`src/rtl/goodness_threshold_ctrl.sv`:
```
// Per-sample goodness threshold decision: snapshot, per-core modulation commands, averager clear.
// Optional sticky overrun detection is built when GOODNESS_CTRL_OVERRUN_EN is defined.
module goodness_threshold_ctrl #(
  parameter int unsigned CORE_NUM       = 4,
  parameter int unsigned GOODNESS_WIDTH = 20,
  parameter int unsigned IDX_WIDTH      = (CORE_NUM > 1) ? $clog2(CORE_NUM) : 1
) (
  input  logic                               clk,
  input  logic                               rst,
  input  logic [CORE_NUM*GOODNESS_WIDTH-1:0] avg_mem_bus,
  input  logic                               sample_end,
  input  logic                               label_pos,
  input  logic [GOODNESS_WIDTH-1:0]          threshold,
  output logic                               mod_valid,
  input  logic                               mod_ready,
  output logic [IDX_WIDTH-1:0]               mod_core_idx,
  output logic                               mod_dir,
  output logic [GOODNESS_WIDTH-1:0]          mod_err,
  output logic [CORE_NUM-1:0]                pass_mask,
  output logic [CORE_NUM-1:0]                core_clear_goodness,
  output logic                               busy,
  output logic                               done,
  output logic                               overrun
);

  localparam logic [IDX_WIDTH-1:0] LAST_IDX = IDX_WIDTH'(CORE_NUM - 1);

  typedef enum logic [1:0] {
    ST_IDLE  = 2'd0,
    ST_SCAN  = 2'd1,
    ST_CLEAR = 2'd2,
    ST_DONE  = 2'd3
  } state_t;

  state_t                    state_q, state_nxt;
  logic [IDX_WIDTH-1:0]      idx_q, idx_nxt;
  logic                      snap_en;
  logic                      label_q;
  logic [CORE_NUM-1:0]       pass_q;
  logic [CORE_NUM-1:0]       need_q;
  logic [GOODNESS_WIDTH-1:0] err_q [CORE_NUM];
  logic                      busy_q, done_q;
  logic [CORE_NUM-1:0]       clear_q;

  logic [CORE_NUM-1:0]       pass_c;
  logic [CORE_NUM-1:0]       need_c;
  logic [GOODNESS_WIDTH-1:0] err_c [CORE_NUM];

  // Per-lane compare and error magnitude; the subtraction order follows the compare result.
  for (genvar c = 0; c < CORE_NUM; c++) begin : g_lane
    logic [GOODNESS_WIDTH-1:0] lane_g;
    assign lane_g    = avg_mem_bus[c*GOODNESS_WIDTH +: GOODNESS_WIDTH];
    assign pass_c[c] = (lane_g >= threshold);
    assign err_c[c]  = pass_c[c] ? (lane_g - threshold) : (threshold - lane_g);
  end

  assign need_c = label_pos ? ~pass_c : pass_c;

  always_ff @(posedge clk or posedge rst) begin
    if (rst) begin
      state_q <= ST_IDLE;
      idx_q   <= '0;
    end else begin
      state_q <= state_nxt;
      idx_q   <= idx_nxt;
    end
  end

  always_comb begin
    state_nxt = state_q;
    idx_nxt   = idx_q;
    snap_en   = 1'b0;
    case (state_q)
      ST_IDLE: begin
        if (sample_end) begin
          snap_en   = 1'b1;
          idx_nxt   = '0;
          state_nxt = ST_SCAN;
        end
      end
      ST_SCAN: begin
        if (!need_q[idx_q] || mod_ready) begin
          if (idx_q == LAST_IDX) state_nxt = ST_CLEAR;
          else                   idx_nxt   = idx_q + IDX_WIDTH'(1);
        end
      end
      ST_CLEAR: state_nxt = ST_DONE;
      ST_DONE:  state_nxt = ST_IDLE;
      default:  state_nxt = ST_IDLE;
    endcase
  end

  // Snapshot of label, pass mask and per-core command payload.
  always_ff @(posedge clk or posedge rst) begin
    if (rst) begin
      label_q <= 1'b0;
      pass_q  <= '0;
      need_q  <= '0;
      for (int c = 0; c < CORE_NUM; c++) err_q[c] <= '0;
    end else if (snap_en) begin
      label_q <= label_pos;
      pass_q  <= pass_c;
      need_q  <= need_c;
      for (int c = 0; c < CORE_NUM; c++) err_q[c] <= err_c[c];
    end
  end

  // Status strobes registered from the next state so they align with the state they describe.
  always_ff @(posedge clk or posedge rst) begin
    if (rst) begin
      busy_q  <= 1'b0;
      done_q  <= 1'b0;
      clear_q <= '0;
    end else begin
      busy_q  <= (state_nxt != ST_IDLE);
      done_q  <= (state_nxt == ST_DONE);
      clear_q <= (state_nxt == ST_CLEAR) ? '1 : '0;
    end
  end

  assign mod_valid           = (state_q == ST_SCAN) && need_q[idx_q];
  assign mod_core_idx        = (state_q == ST_SCAN) ? idx_q : '0;
  assign mod_dir             = (state_q == ST_SCAN) && label_q;
  assign mod_err             = (state_q == ST_SCAN) ? err_q[idx_q] : '0;
  assign pass_mask           = pass_q;
  assign core_clear_goodness = clear_q;
  assign busy                = busy_q;
  assign done                = done_q;

`ifdef GOODNESS_CTRL_OVERRUN_EN
  logic overrun_q;

  always_ff @(posedge clk or posedge rst) begin
    if (rst)                                  overrun_q <= 1'b0;
    else if (sample_end && state_q != ST_IDLE) overrun_q <= 1'b1;
  end

  assign overrun = overrun_q;
`else
  assign overrun = 1'b0;
`endif

endmodule
```
`config.mk`:
```
export PLATFORM = sky130hd
export DESIGN_NAME = goodness_threshold_ctrl
export DESIGN_NICKNAME = d
export VERILOG_FILES = /design/src/rtl/goodness_threshold_ctrl.sv
export SDC_FILE = /design/constraint.sdc
export NUM_CORES = 1
export LEC_CHECK = 0
export CAP_MARGIN = 20
export CORE_MARGIN = 5
export CORE_UTILIZATION = 58
export DETAILED_ROUTE_END_ITERATION = 16
export MAX_ROUTING_LAYER = met4
export PLACE_DENSITY = 0.83
export REMOVE_ABC_BUFFERS = 1
export SKIP_CTS_REPAIR_TIMING = 1
export SKIP_LAST_GASP = 1
export SLEW_MARGIN = 20
export SYNTH_ARGS = -nofsm -noshare
export SYNTH_HDL_FRONTEND = slang
export SYNTH_SLANG_ARGS = --single-unit
```
`constraint.sdc`:
```
create_clock -name clk -period 3.3 [get_ports clk]
set_input_delay 0.495 -clock clk [delete_from_list [all_inputs] [get_ports clk]]
set_output_delay 0.495 -clock clk [all_outputs]
set_load 0.02 [all_outputs]
```
==> results of run 1 <==
==> placed cells by master (no fill, tap or decap), drive strengths merged, types with 15 or more instances in the layout <==
cell	instances
mux2i	15
o21a	20
a21oi	116
xnor2	56
a31oi	23
and2	26
buf	405
nor2b	24
a211oi	22
clkdlybuf4s50	115
nand2b	16
nand2	166
and3	16
nor2	79
inv	125
xor2	19
dlymetal6s2s	23
o21ai	159
nand3	20
mux4	21
a21o	58
nor3	19
dfrtp	96
ha	157
==> final timing paths <==
kind	depth (start not counted)	to	slack [ns]	from
min	2	label_q$_DFFE_PP0P_	0.48	label_q$_DFFE_PP0P_
min reg2reg	2	label_q$_DFFE_PP0P_	0.48	label_q$_DFFE_PP0P_
min in group asynchronous	2	err_q[65]$_DFFE_PP0P_	0.54	rst
max reg2reg	4	err_q[16]$_DFFE_PP0P_	1.30	state_q[1]$_DFF_PP0_
max	15	err_q[18]$_DFFE_PP0P_	-0.04	threshold[0]
max in group asynchronous	3	err_q[74]$_DFFE_PP0P_	2.03	rst
==> worst max-delay path, stage by stage <==
cell and delay [ns]:
dlymetal6s2s_1 0.17, ha_2 0.24, fa_2 0.39, and4b_2 0.35, a2111oi_4 0.06, o31a_1 0.30, o211ai_1 0.19, buf_4 0.15
a41oi_4 0.25, buf_4 0.24, buf_6 0.11, a2111oi_4 0.27, a31oi_1 0.10, xnor2_1 0.19, o21ai_1 0.09
==> registers in the layout, indices dropped and copies added, names as in the netlist <==
name and count:
state_q 2, label_q 1, core_clear_goodness 1, pass_mask 4, need_q 4, busy 1
done 1, idx_q 2, err_q 80
==> synth_stat cells, drive strengths merged (9+ instances only) <==
cell type and count:
nand2 166, o21ai 159, ha 157, inv 123, a21oi 116, dfrtp 96
nor2 79, a21o 58, clkbuf 56, xnor2 56, buf 34, and2 26
nor2b 24, a31oi 23, a211oi 22, mux4 21, nand3 20, o21a 20
nor3 19, xor2 19, and3 16, nand2b 16, mux2i 15, nand4 13
mux2 12, or3 9
==> cells by family after synthesis <==
kind of cell	Yosys count	synth area share
DFF	96	0.2032
AOI/OAI and AO/OA	485	0.2600
muxes	48	0.06413
other	1	0.0003172
adders and majority gates	165	0.1797
and+or+nand+nor	410	0.1641
buffers and inverters	213	0.07302
xor gates and xnor gates	75	0.05556
==> layout make-up <==
class,count,share of cell area
timing repair buffer,545,0.2685
clock inverter,7,0.005849
inverter,123,0.02701
tap,270,0.01950
clock buffer,9,0.01300
sequential,96,0.1386
antenna,2,0.0002889
multi-input combinational,1185,0.5272
==> report_power, final <==
group / switching [mW] / internal (mW) / total [mW]
Combinational: 2.82 / 2.55 / 5.37
Sequential: 0.478 / 1.74 / 2.21
Clock: 0.514 / 0.675 / 1.19
Total: 3.81 / 4.96 / 8.77
==> per-stage QoR <==
| step | utilization | setup TNS (ns) | instance area, um^2 | instances |
|---|---|---|---|---|
| after CTS | 0.8155 | -6.642 | 16450 | 2210 |
| after detailed placement | 0.7993 | -33.62 | 16120 | 2194 |
| after global routing | 0.8591 | -0.7460 | 17330 | 2237 |
| after global placement | 0.7993 | -28.02 | 16120 | 2194 |
| final | 0.8591 | -0.07392 | 17330 | 2237 |
| after floorplan | - | -23.32 | 11420 | 1403 |
==> routing by layer <==
layer | track usage | part of all wire
met5 | - | 0
met4 | 0.1039 | 0.051
met3 | 0.03437 | 0.098
met2 | 0.5943 | 0.46
met1 | 0.4813 | 0.39
==> out/results.txt, run 1 <==
Via density: 6.242
Fillers: 1150
routability congestion estimate from global placement: 1.032
PortBufs: 138
Max transition margin: 0.3305
main area contributors after synthesis: dfrtp_1 (20%), ha_1 (17%), o21ai_0 (6.2%)
First DRT Iteration DRCs: 1853
Slew Limit Fails: 0
Die H: 152.8 um
failing checks: setup timing
Skew-Pair Late Insertion Delay: 0.37 ns
Post-synth EDFFs: 0
first-pass GRT wire length: 66320 um
CTS tree: yes
multi-input logic area: 9135 um^2
hpwl dp: 34830 um
worst-margin pin slew: 1.004 ns
Die Area: 23340 um^2
CORE AREA: 20170 um^2
Seq/Total Area, Yosys: 0.2032
clk_skew: 0.01255 ns
Yosys reg bits: 96
initial antenna violation count: 2
Syn Inst Count: 1493
Mapped Avg Cell Area: 7.920 um^2
Netlist cell types: 76
Most used DFF post-synth: dfrtp_1
Post-route DRC: 0
CTS Buf Count: 9
post-route ant nets: 0
crit path kind: input pin to flip-flop
crit path time final: 3.340 ns
final net count: 2230
register clock-pin slew on the reported worst setup and hold paths: 0.08 ns
post-synth top area share: 0.2032
final setup margin: -0.04039 ns
Leakage: 8.647 nW
outcome: finished, violations left
critical-path maximum fanout: 7
DRT Pass-1 Iters: 6
final cycle utilization of the critical path: 1.012
clk root buf: clkbuf_16
worst hold margin: 0.4801 ns
Required @ worst endpoint: 3.55 ns
YS warnings: 0
total wire length: 47020 um
drt wl/cell: 21.02 um
layout cells sized above 1: 0.2809
Initial Utilization: 0.5862
GRT Residual Overflow: 0
setup violators final: 2
Via Count: 13960
Setup crit end kind: flip-flop
max cap viols: 0
number of global-route vias before repair: 12800
site row count: 52
dpl ws: -0.6678 ns
PD cells: 506.2 nW/um^2
fmax: 0.2994 GHz
Die W: 152.8 um
RSZ-0062 raised after global routing: true
endpoints failing hold: 0
total power draw: 8.770 mW
Async SR Flop Fraction: 1.000
H-tree depth: 3
Clock Path Buffers: 2
Storage cell area: 2402 um^2
Yosys top cell by area: dfrtp_1
Top Ports: 140
Mapped Area: 11820 um^2
path category of the worst min-delay check: flip-flop to flip-flop
maximum resistive drop on vdd: 0.3407 mV
pin count of the biggest net entering global routing: 84
Critical Path AT: 3.59 ns
Area Growth Syn to Fin: 46.54%
Sink Count: 96
GRT Total Usage: 0.3625
CP startpoint kind: input pin
Note: power is estimated with default switching activity, not from simulation.
==> run 2, diff against run 1 <==
--- a/config.mk
+++ b/config.mk
@@ -7,10 +7,10 @@
 export LEC_CHECK = 0
 export CAP_MARGIN = 20
 export CORE_MARGIN = 5
-export CORE_UTILIZATION = 58
+export CORE_UTILIZATION = 40
 export DETAILED_ROUTE_END_ITERATION = 16
 export MAX_ROUTING_LAYER = met4
-export PLACE_DENSITY = 0.83
+export PLACE_DENSITY = 0.61
 export REMOVE_ABC_BUFFERS = 1
 export SKIP_CTS_REPAIR_TIMING = 1
 export SKIP_LAST_GASP = 1
==> run 2 against run 1 <==
Against the previous run: the flow now finishes without violations; sequential power fell by 2%; critical path depth increased by 1; utilization fell by 27 points; maximum frequency is 2.4% higher; hold slack got worse by 0.0056 ns; critical path type unchanged.
==> out/results.txt, run 2 (synthesized netlist as in run 1, its figures left out) <==
outcome: finished, final reports clean
register clock-pin slew on the reported worst setup and hold paths: 0.07 ns
RSZ-0062 raised after global routing: true
total power draw: 8.485 mW
Final Cell Area: 17380 um^2
Fillers: 2729
Clock Path Buffers: 2
Top Ports: 140
drt wl/cell: 19.03 um
DRT Pass-1 Iters: 5
Hold Path Cell Cnt: 2
CP startpoint: threshold[7]
worst-margin pin slew: 0.8323 ns
maximum resistive drop on vdd: 0.2503 mV
switch share: 0.4255
crit path time final: 3.263 ns
first-pass GRT wire length: 67190 um
layout cells sized above 1: 0.2820
Met3 Routed Length: 2071 um
reg-to-reg endpoint: state_q[0]$_DFF_PP0_
Area after DPL: 16320 um^2
most flop-heavy register: err_q
clk root buf: clkbuf_16
Util after Layout: 0.5913
fmax: 0.3065 GHz
endpoints failing hold: 0
Setup crit end kind: flip-flop
setup TNS: 0 ns
Slew Limit Fails: 0
net switching power: 3.610 mW
post-route ant nets: 0
Post-route DRC: 0
number of global-route vias before repair: 12190
Max transition margin: 0.4378
PortBufs: 138
GRT Total Usage: 0.2645
total wire length: 44860 um
CP startpoint kind: input pin
reg2reg setup slack: 1.41 ns
H-tree depth: 3
initial antenna violation count: 1
Leakage: 8.658 nW
First DRT Iteration DRCs: 829
max cap viols: 0
hpwl dp: 36840 um
Required @ worst endpoint: 3.52 ns
reg2reg path depth: 5
crit path kind: input pin to flip-flop
WL met1: 21310 um
final cycle utilization of the critical path: 0.9887
CORE AREA: 29400 um^2
Sequential Power Share: 0.255
Critical Path AT: 3.49 ns
routability congestion estimate from global placement: 0.9442
PD cells: 488.1 nW/um^2
DR WL met2: 20330 um
critical-path maximum fanout: 9
Die W: 181.9 um
worst hold margin: 0.4745 ns
Initial Utilization: 0.4021
clk_skew: 0.008361 ns
pin count of the biggest net entering global routing: 104
Clock power frac: 0.130
Critical Path Sink: err_q[2]$_DFFE_PP0P_
CTS Buf Count: 9
Gate power share: 0.615
CTS tree: yes
Int Power: 4.875 mW
GRT Residual Overflow: 0
max FFs per register: 80
Sink Count: 96
commonest non-fill, non-tap cell in the layout: buf_4
Area Growth Syn to Fin: 47.03%
Skew-Pair Late Insertion Delay: 0.35 ns
path category of the worst min-delay check: flip-flop to flip-flop
diode count: 0
setup violators final: 0
Die Area: 33100 um^2
final net count: 2233
Via density: 5.302
worst r2r src: idx_q[0]$_DFFE_PP0P_
Die H: 181.9 um
most frequent cells in the layout: buf_4 (391), nand2_1 (165), ha_1 (144)
site row count: 63
Max Used Layer: met4
Via Count: 12500
-- run 2: area by class of cell --
cell class              count  area (um^2)  share of cell area
clock buffers              10        229.0             0.01317
clock inverters             6        68.82            0.003959
inverters                 123        471.7             0.02713
multi-input cells        1185         9050              0.5206
flip-flops and latches     96         2404              0.1383
well taps                 390        488.0             0.02807
repair buffers            548         4673              0.2688
-- run 2: worst min path at each step --
stage	start	to	slack, ns
global route	err_q[31]$_DFFE_PP0P_	err_q[31]$_DFFE_PP0P_	0.50
detailed placement	label_q$_DFFE_PP0P_	label_q$_DFFE_PP0P_	0.46
CTS	label_q$_DFFE_PP0P_	label_q$_DFFE_PP0P_	0.48
floorplan	label_q$_DFFE_PP0P_	label_q$_DFFE_PP0P_	0.44
finish	label_q$_DFFE_PP0P_	label_q$_DFFE_PP0P_	0.47
global placement	label_q$_DFFE_PP0P_	label_q$_DFFE_PP0P_	0.45
-- run 2: critical path, cell delays in order --
cell             delay [ns]
clkdlybuf4s50_1        0.47
buf_6                  0.14
inv_2                  0.07
buf_4                  0.16
ha_2                   0.18
a21o_1                 0.18
a21oi_2                0.15
o31a_1                 0.19
o211ai_1               0.10
buf_4                  0.17
a41oi_4                0.37
buf_12                 0.17
clkbuf_16              0.15
mux2i_2                0.23
xnor2_1                0.16
o21ai_1                0.08
-- run 2: power by group through the flow --
| stage | Combinational (mW) | Clock, mW | Sequential (mW) |
|---|---|---|---|
| floorplan | 2.75 | 0 | 2.10 |
| global placement | 4.95 | 0 | 2.15 |
| detailed placement | 5.01 | 0 | 2.16 |
| CTS | 5.03 | 1.12 | 2.14 |
| global route | 5.66 | 1.16 | 2.21 |
| finish | 5.22 | 1.11 | 2.16 |
-- run 2: per-layer routing --
metal / track usage / vias up
li1: - / 6217
met1: 0.3724 / 5909
met2: 0.4158 / 327
met3: 0.01863 / 49
met4: 0.06635 / 0
met5: - / -
-- run 2: metrics by stage --
stage / std cells / worst slack [ns]
global placement: 2320 / -0.8120
detailed placement: 2320 / -0.8290
floorplan: 1403 / -0.5195
global route: 2358 / -0.04918
CTS: 2336 / -0.4618
finish: 2358 / 0.03716
